$ cat src/rtl/reg_file_arb.sv
// Purpose: UART-side register file (cmd strobe @0, RW control, RO status) shared by two masters via a round-robin req/gnt arbiter.
// Latency: grant 1 cycle after req sampled in IDLE; write visible and read data valid 1 cycle after the qualified access.
// Backpressure: a master may only access while its gnt is high; ownership is non-preemptive with at least one IDLE cycle between owners.
module reg_file_arb #(
    parameter int NUM_REGS = 16,
    parameter int RO_BASE  = 8
) (
    input  logic                              clk,
    input  logic                              rst,
    // master 0: UART parser
    input  logic                              m0_req_i,
    output logic                              m0_gnt_o,
    input  logic [7:0]                        m0_addr_i,
    input  logic                              m0_wen_i,
    input  logic [7:0]                        m0_wdata_i,
    input  logic                              m0_ren_i,
    output logic [7:0]                        m0_rdata_o,
    // master 1: local control logic
    input  logic                              m1_req_i,
    output logic                              m1_gnt_o,
    input  logic [7:0]                        m1_addr_i,
    input  logic                              m1_wen_i,
    input  logic [7:0]                        m1_wdata_i,
    input  logic                              m1_ren_i,
    output logic [7:0]                        m1_rdata_o,
    // register file side
    output logic [8*RO_BASE-1:0]              ctrl_o,
    input  logic [8*(NUM_REGS-RO_BASE)-1:0]   status_i,
    output logic [7:0]                        cmd_o,
    output logic                              cmd_stb_o
);

    localparam int NUM_STATUS = NUM_REGS - RO_BASE;

    typedef enum logic [1:0] {
        IDLE = 2'd0,
        OWN0 = 2'd1,
        OWN1 = 2'd2
    } arb_state_e;

    // One bus access as seen by the register file after grant qualification.
    typedef struct packed {
        logic [7:0] addr;
        logic       wen;
        logic [7:0] wdata;
        logic       ren;
    } bus_acc_t;

    arb_state_e state_q;
    logic       gnt0_q;
    logic       gnt1_q;
    logic       last_m1_q;      // 1: m1 was served last, so m0 wins a tie

    bus_acc_t   acc;
    logic [7:0] rd_val_d;

    logic [7:0] ctrl_q [RO_BASE];   // entry 0 is never written and reads as 0
    logic [7:0] cmd_q;
    logic       cmd_stb_q;
    logic [7:0] rdata0_q;
    logic [7:0] rdata1_q;

    // Round-robin arbiter: non-preemptive ownership, registered grants, IDLE gap between owners.
    always_ff @(posedge clk) begin
        if (rst) begin
            state_q   <= IDLE;
            gnt0_q    <= 1'b0;
            gnt1_q    <= 1'b0;
            last_m1_q <= 1'b1;
        end else begin
            case (state_q)
                IDLE: begin
                    if (m0_req_i && (!m1_req_i || last_m1_q)) begin
                        state_q <= OWN0;
                        gnt0_q  <= 1'b1;
                    end else if (m1_req_i) begin
                        state_q <= OWN1;
                        gnt1_q  <= 1'b1;
                    end
                end
                OWN0: begin
                    if (!m0_req_i) begin
                        state_q   <= IDLE;
                        gnt0_q    <= 1'b0;
                        last_m1_q <= 1'b0;
                    end
                end
                OWN1: begin
                    if (!m1_req_i) begin
                        state_q   <= IDLE;
                        gnt1_q    <= 1'b0;
                        last_m1_q <= 1'b1;
                    end
                end
                default: begin
                    state_q <= IDLE;
                    gnt0_q  <= 1'b0;
                    gnt1_q  <= 1'b0;
                end
            endcase
        end
    end

    // Pass through only the granted master's strobes; an ungranted master is invisible.
    always_comb begin
        acc = '0;
        if (gnt0_q) begin
            acc = '{addr: m0_addr_i, wen: m0_wen_i, wdata: m0_wdata_i, ren: m0_ren_i};
        end else if (gnt1_q) begin
            acc = '{addr: m1_addr_i, wen: m1_wen_i, wdata: m1_wdata_i, ren: m1_ren_i};
        end
    end

    // Read decode on the full 8-bit address; unmapped and address 0 read as zero.
    always_comb begin
        rd_val_d = 8'h00;
        for (int k = 1; k < RO_BASE; k++) begin
            if (acc.addr == 8'(k)) rd_val_d = ctrl_q[k];
        end
        for (int j = 0; j < NUM_STATUS; j++) begin
            if (acc.addr == 8'(RO_BASE + j)) rd_val_d = status_i[8*j +: 8];
        end
    end

    // Register writes, command strobe and per-master read-data capture.
    always_ff @(posedge clk) begin
        if (rst) begin
            for (int k = 0; k < RO_BASE; k++) ctrl_q[k] <= 8'h00;
            cmd_q     <= 8'h00;
            cmd_stb_q <= 1'b0;
            rdata0_q  <= 8'h00;
            rdata1_q  <= 8'h00;
        end else begin
            cmd_stb_q <= acc.wen && (acc.addr == 8'h00);
            if (acc.wen && (acc.addr == 8'h00)) cmd_q <= acc.wdata;
            for (int k = 1; k < RO_BASE; k++) begin
                if (acc.wen && (acc.addr == 8'(k))) ctrl_q[k] <= acc.wdata;
            end
            // read value is taken before this edge's write lands, so wen+ren returns the old value
            if (acc.ren && gnt0_q) rdata0_q <= rd_val_d;
            if (acc.ren && gnt1_q) rdata1_q <= rd_val_d;
        end
    end

    assign ctrl_o[7:0] = 8'h00;
    for (genvar g = 1; g < RO_BASE; g++) begin : g_ctrl
        assign ctrl_o[8*g +: 8] = ctrl_q[g];
    end

    assign m0_gnt_o   = gnt0_q;
    assign m1_gnt_o   = gnt1_q;
    assign m0_rdata_o = rdata0_q;
    assign m1_rdata_o = rdata1_q;
    assign cmd_o      = cmd_q;
    assign cmd_stb_o  = cmd_stb_q;

endmodule

$ cat config.mk
export PLATFORM = sky130hd
export DESIGN_NAME = reg_file_arb
export DESIGN_NICKNAME = d
export VERILOG_FILES = /design/src/rtl/reg_file_arb.sv
export SDC_FILE = /design/constraint.sdc
export NUM_CORES = 1
export LEC_CHECK = 0
export CORE_MARGIN = 3
export CORE_UTILIZATION = 35
export DETAILED_ROUTE_END_ITERATION = 16
export GPL_ROUTABILITY_DRIVEN = 0
export PLACE_DENSITY = 0.69
export SYNTH_ARGS = -nofsm -noshare
export SYNTH_HDL_FRONTEND = slang
export SYNTH_SLANG_ARGS = --single-unit
export TNS_END_PERCENT = 30
$ cat constraint.sdc
create_clock -name clk -period 2.3 [get_ports clk]
set_clock_uncertainty 0.2 [all_clocks]
set_input_delay 0.23 -clock clk [delete_from_list [all_inputs] [get_ports clk]]
set_output_delay 0.23 -clock clk [all_outputs]
set_load 0.005 [all_outputs]
==> results of run 1 <==
layout by cell type, fill, tap and decap left out, types with 4 or more instances in the layout:
cell | synthesis | layout
nor2_1 | 82 | 78
dfxtp_1 | 30 | 28
inv_1 | 14 | 13
nand2b_1 | 12 | 8
nand4_1 | 4 | 4
nor2b_1 | 4 | 4
or3_4 | 0 | 5
clkdlybuf4s50_1 | 0 | 177
a211oi_2 | 0 | 7
o22ai_1 | 7 | 4
a21oi_2 | 0 | 6
nor3_4 | 2 | 8
a311oi_1 | 13 | 9
clkbuf_16 | 0 | 9
clkbuf_2 | 1 | 4
nor2_2 | 1 | 4
and3_1 | 4 | 4
a22oi_1 | 15 | 14
edfxtp_1 | 56 | 56
nor3_1 | 8 | 7
buf_12 | 0 | 9
or4_4 | 3 | 6
buf_6 | 5 | 21
or2_2 | 9 | 9
nand2b_4 | 0 | 4
a211oi_1 | 16 | 9
o21ai_0 | 16 | 12
buf_4 | 8 | 119
nand2_1 | 27 | 24
a21oi_1 | 25 | 16
nand3_1 | 9 | 8
conb_1 | 1 | 8
a311oi_2 | 1 | 5
power by group:
group	total, mW	switching, mW	internal (mW)
clock	1.44	0.613	0.828
sequential	1.79	0.0670	1.73
combinational	1.18	0.532	0.648
worst max path at each step:
| stage | startpoint | endpoint | slack (ns) |
|---|---|---|---|
| after floorplan | m0_gnt_o | m1_rdata_o[2] | -0.12 |
| after global placement | m1_addr_i[5] | m0_rdata_o[1] | -0.71 |
| after detailed placement | m1_addr_i[5] | m1_rdata_o[3] | -0.72 |
| after CTS | m0_gnt_o | m1_rdata_o[0] | -0.22 |
| after global routing | m0_gnt_o | m1_rdata_o[2] | -0.31 |
| final | m0_gnt_o | m1_rdata_o[6] | -0.24 |
state kept, by name, summed over array words and instances, names as in the netlist, 2 cells and up:
signal      cells
ctrl_q         56
cmd_o           8
m0_rdata_o      8
m1_rdata_o      8
state_q         2
kinds of logic after synthesis:
group,synth area share (%)
AOI/OAI and AO/OA,24.46
buffers and inverters,6.001
DFF,45.99
muxes,0.4538
other,0.07557
and+or+nand+nor,23.02
per-layer routing:
layer  track usage (%)  wire length, microns  vias to the layer above
met2             46.00                 10980                      369
met3             6.866                  1939                       66
met5                 0                     0                        -
met1             32.22                  8558                     2753
li1                  -                     -                     2587
met4             9.885                   792                        0
through the flow:
stage	TNS, ns	instance area, sq um
6_report	-2.962	9002
3_3_place_gp	-45.63	7858
2_1_floorplan	-1.464	5080
4_1_cts	-2.379	8765
5_1_grt	-3.967	9002
3_5_place_dp	-48.29	7858
layout make-up:
class	count	share of cell area (%)
Timing Repair Buffer	336	35.08
Clock buffer	10	2.543
Tap cell	176	2.446
Inverter	14	0.5837
Multi-Input combinational cell	378	33.36
Sequential cell	86	25.43
Clock inverter	4	0.5559
what timing repair did:
action,4_1_cts,5_1_grt
pin swaps,47,34
setup endpoints to repair,69,73
buffers inserted,27,6
resized for setup,92,46
endpoints found under the hold margin,0,0
cloned,0,2
synth_stat cells (3+ instances only):
master / n
o21ai_0: 16
a31oi_1: 4
buf_6: 5
a21oi_1: 25
a2bb2oi_1: 3
o21bai_1: 3
o21a_1: 3
o22ai_1: 7
nand3_1: 9
nand4_1: 4
nor3b_1: 3
a311oi_1: 13
nand2_1: 27
and3_1: 4
clkbuf_1: 24
or4_1: 5
edfxtp_1: 56
o2111ai_1: 4
or4_4: 3
a211oi_1: 16
a221oi_1: 7
nor2_1: 82
or2_2: 9
a22o_1: 3
dfxtp_1: 30
inv_1: 14
and2_1: 5
o211ai_1: 3
or3_1: 5
buf_2: 6
buf_4: 8
a22oi_1: 15
and3b_1: 4
nor2b_1: 4
nor3_2: 6
nor3_1: 8
nor4_1: 6
nand2b_1: 12
worst min-delay path: stages (launching register included):
cell and delay [ns]:
dfxtp_1 0.31, nor2_1 0.10, a211oi_1 0.05
==> flow_metrics.py, run 1 <==
metrics = {
    "setup_path": {
        "path_depth": 11,
        "r2r-start": "m0_gnt_o",
        "crit_fanout": 8,
        "path_class": "reg2reg",
        "start_kind": "register",
        "slowest_delay_ns": 0.40,
        "path_buf_inv": 4,
        "cp.arrival_ns": 2.54,
        "r2r_cells": 11,
        "cpLargestDelayFamily": "compound AO/OA/AOI/OAI gates",
        "worstReg2RegEnd": "m1_rdata_o[6]",
        "required_ns": 2.30,
        "cp_cell_sequence": "buf_6 -> nand2b_4 -> buf_6 -> o22ai_4 -> buf_12 -> nor2_2 -> buf_4 -> and3_1 -> a311oi_2 -> a211o_1 -> a311oi_1",
        "crit_path_end_kind": "register",
        "crit_slowest_cell": "a311oi_2",
        "crit_top_cell": "buf_6",
        "rrSetupSlack_ns": -0.24,
    },
    "drt": {
        "drt_iter0_drc": 663,
        "wl_mm": 22.27,
        "drc": 0,
        "vias": 5775,
        "dr.pass1.iters": 6,
        "ant_nets": 0,
        "vias_per_cell": 5.752,
        "drt-wirelength-per-cell_microns": 22.18,
    },
    "pwr": {
        "finalPower_mw": 4.413,
        "ir_drop_mv": 0.3702,
        "power_density_nw_per_um2": 490.2,
        "p_leak_nw": 3.403,
    },
    "synthesis": {
        "synthArstFlopShare_pct": 0,
        "ys.flop_type": "edfxtp_1",
        "synth_area_per_cell_sq_um": 9.617,
        "synth_cell_type_count": 79,
        "syn_inst": 516,
        "ys_seq_area_share_pct": 45.99,
        "synth.top_cell.area_share_pct": 33.89,
        "yosysTopAreaCell": "edfxtp_1",
        "yosys_warnings": 0,
        "synth_area_sq_um": 4962,
        "ys_ff_latch": 86,
        "synth_top_cells_by_area": "edfxtp_1 34%, dfxtp_1 12%, nor2_1 6.2%",
        "synth-edff-count": 56,
    },
    "timing": {
        "rsz0062_at_grt": "true",
        "setup_ws_ns": -0.2392,
        "fin_crit_ns": 2.539,
        "worst_pin_slew_ns": 0.5683,
        "finalCritPeriodShare_pct": 110.4,
        "maxSlewHeadroom_pct": 62.12,
        "slew_viol_final": 0,
        "hold_viol": 0,
        "setup_viol": 17,
        "timing.fmax_ghz": 0.3938,
        "fin_hold_ws_ns": 0.2964,
    },
    "clocking": {
        "cts_tree": "done",
        "cts_hold_buf": 0,
        "cts.clk_slew.worst_paths_ns": 0.06,
        "h-tree-depth": 3,
        "cts_buffers": 9,
        "clk_latency_ns": 0.35,
        "clockRootBuffer": "clkbuf_16",
        "cts_sinks": 86,
        "clk_path_buf_depth": 2,
    },
    "placed_design": {
        "post-place-ws_ns": -0.7216,
        "dp_hpwl_mm": 16.02,
        "placed_cells": 958,
        "port_buffers": 186,
    },
    "outcome": {
        "violations": "negative setup slack",
        "status": "finished, violations left",
    },
    "grt": {
        "grt_pass1_wl_mm": 32.75,
        "grt_usage_pct": 26.70,
        "grt_pass1_vias": 5814,
        "grt_max_degree": 48,
        "overflow": 0,
        "antenna_found_initial": 0,
    },
    "floorplan": {
        "die_x_microns": 125.1,
        "pin_count": 195,
        "design.core.area_sq_um": 13560,
        "rows": 42,
        "die_area_sq_um": 15640,
        "start_util_pct": 36.60,
        "die_y_microns": 125.1,
    },
    "layout": {
        "final_cells": 1004,
        "multiInputGateArea_sq_um": 3003,
        "diodes": 0,
        "areaGrowthSynthToFinish_pct": 81.42,
        "fillers": 1025,
        "final_util_pct": 66.40,
        "drive_gt1_share_pct": 33.94,
        "final_nets": 929,
        "regArea_sq_um": 2290,
    },
    "hold_path": {
        "min_path_type": "reg2reg",
        "min_from": "cmd_o[5]",
        "whs_path_depth": 2,
        "min_delay_worst_endpoint": "cmd_o[5]",
    },
    "job": {
        "max_cap_violations": 0,
    },
}
Note: power is estimated with default switching activity, not from simulation.
==> inputs of run 2 (changes only) <==
CAP_MARGIN = 20   (was default)
SKIP_LAST_GASP = 1   (was default)
==> flow_metrics.py, run 2 (synthesized netlist as in run 1, its figures left out) <==
metrics = {
    "layout": {
        "drive_gt1_share_pct": 32.61,
        "regMostFlops": "ctrl_q",
        "diodes": 0,
        "final_nets": 929,
        "final_util_pct": 65.70,
        "final_common_cell": "clkdlybuf4s50_1",
        "layout_common_cells": "178 x clkdlybuf4s50_1, 122 x buf_4, 79 x nor2_1",
        "fillers": 1041,
        "largest_register_ffs": 56,
        "areaGrowthSynthToFinish_pct": 79.50,
    },
    "clocking": {
        "cts_sinks": 86,
        "cts_buffers": 9,
        "cts_hold_buf": 0,
        "clk_latency_ns": 0.35,
        "cts_tree": "done",
        "h-tree-depth": 3,
        "cts.clk_slew.worst_paths_ns": 0.06,
        "clk_path_buf_depth": 2,
        "clockRootBuffer": "clkbuf_16",
    },
    "placed_design": {
        "dp_hpwl_mm": 16.02,
        "port_buffers": 186,
    },
    "pwr": {
        "ir_drop_mv": 0.3663,
        "finalPower_mw": 4.404,
        "power_density_nw_per_um2": 494.5,
        "p_leak_nw": 3.370,
    },
    "setup_path": {
        "start_kind": "register",
        "crit_path_end_kind": "register",
        "cp.arrival_ns": 2.60,
        "required_ns": 2.33,
        "crit_fanout": 7,
        "path_class": "reg2reg",
    },
    "drt": {
        "dr.pass1.iters": 7,
        "ant_nets": 0,
        "drc": 0,
        "drt_iter0_drc": 600,
        "wl_mm": 22.17,
        "vias": 5857,
        "vias_per_cell": 5.834,
        "drt-wirelength-per-cell_microns": 22.08,
    },
    "timing": {
        "fin_crit_ns": 2.561,
        "finalCritPeriodShare_pct": 111.4,
        "maxSlewHeadroom_pct": 61.68,
        "finalSetupTns_ns": -4.068,
        "fin_hold_ws_ns": 0.2998,
        "setup_viol": 35,
        "worst_pin_slew_ns": 0.5748,
        "hold_viol": 0,
        "rsz0062_at_grt": "true",
        "slew_viol_final": 0,
        "timing.fmax_ghz": 0.3904,
        "setup_ws_ns": -0.2615,
    },
    "floorplan": {
        "die_x_microns": 125.1,
        "design.core.area_sq_um": 13560,
        "start_util_pct": 36.60,
        "pin_count": 195,
        "die_y_microns": 125.1,
        "die_area_sq_um": 15640,
        "rows": 42,
    },
    "grt": {
        "grt_usage_pct": 26.58,
        "grt_pass1_wl_mm": 32.62,
        "overflow": 0,
        "grt_max_degree": 48,
        "grt_pass1_vias": 5812,
        "antenna_found_initial": 0,
    },
    "hold_path": {
        "min_path_type": "reg2reg",
    },
    "job": {
        "max_cap_violations": 0,
    },
    "outcome": {
        "violations": "negative setup slack",
        "status": "finished, violations left",
    },
}
-- run 2: cell count changes in the layout (fill, tap and decap cells not counted), sizes merged --
| cell | before | now |
|---|---|---|
| buf | 150 | 149 |
| clkbuf | 14 | 15 |
| clkdlybuf4s50 | 177 | 178 |
| dlymetal6s2s | 2 | 1 |
-- run 2: critical path, stage by stage (launching register included) --
cell and delay [ns]:
dfxtp_4 0.37, buf_6 0.14, nand2b_4 0.15, buf_6 0.13, o21ai_4 0.25, nor3_2 0.12, buf_4 0.17, a32oi_2 0.17
and3_1 0.25, o22ai_2 0.12, o41a_1 0.37
-- run 2: cell type report --
cell class	instances	area, sq um	share of cell area, %
Tap cell	176	220.2	2.472
Clock inverter	4	50.05	0.5619
Multi-Input combinational cell	378	2910	32.67
Clock buffer	10	229.0	2.571
Timing Repair Buffer	336	3156	35.43
Sequential cell	86	2290	25.71
Inverter	14	52.55	0.5900
-- run 2: power breakdown --
group          internal, mW  switching, mW
clock network         0.828          0.606
registers              1.73         0.0666
logic                 0.652          0.526
-- run 2: what timing repair did --
item,in CTS,in global routing
setup endpoints to repair,69,75
gates cloned,0,2
resized for setup,90,30
pin swaps,47,28
buffers inserted,27,5
-- run 2: layer usage --
layer | share of wire, % | vias to the layer above | global-route usage, %
li1 | - | 2589 | -
met1 | 37 | 2806 | 32.35
met2 | 49 | 394 | 45.90
met3 | 10 | 68 | 6.738
met4 | 3.4 | 0 | 9.120
met5 | 0 | - | 0
-- run 2: path summary, 6_finish.rpt --
kind,from,endpoint,slack (ns),depth (start not counted)
max,m0_gnt_o,m1_rdata_o[0],-0.26,10
max reg2reg,m0_gnt_o,m1_rdata_o[0],-0.26,10
min reg2reg,cmd_o[5],cmd_o[5],0.30,2
min,cmd_o[5],cmd_o[5],0.30,2
-- run 2: stage by stage --
step | setup slack [ns] | cell area (sq um) | std cells
floorplan | -0.1200 | 5080 | 523
global placement | -0.7130 | 7858 | 958
detailed placement | -0.7216 | 7858 | 958
CTS | -0.2242 | 8750 | 997
global route | -0.3355 | 8907 | 1004
finish | -0.2615 | 8907 | 1004
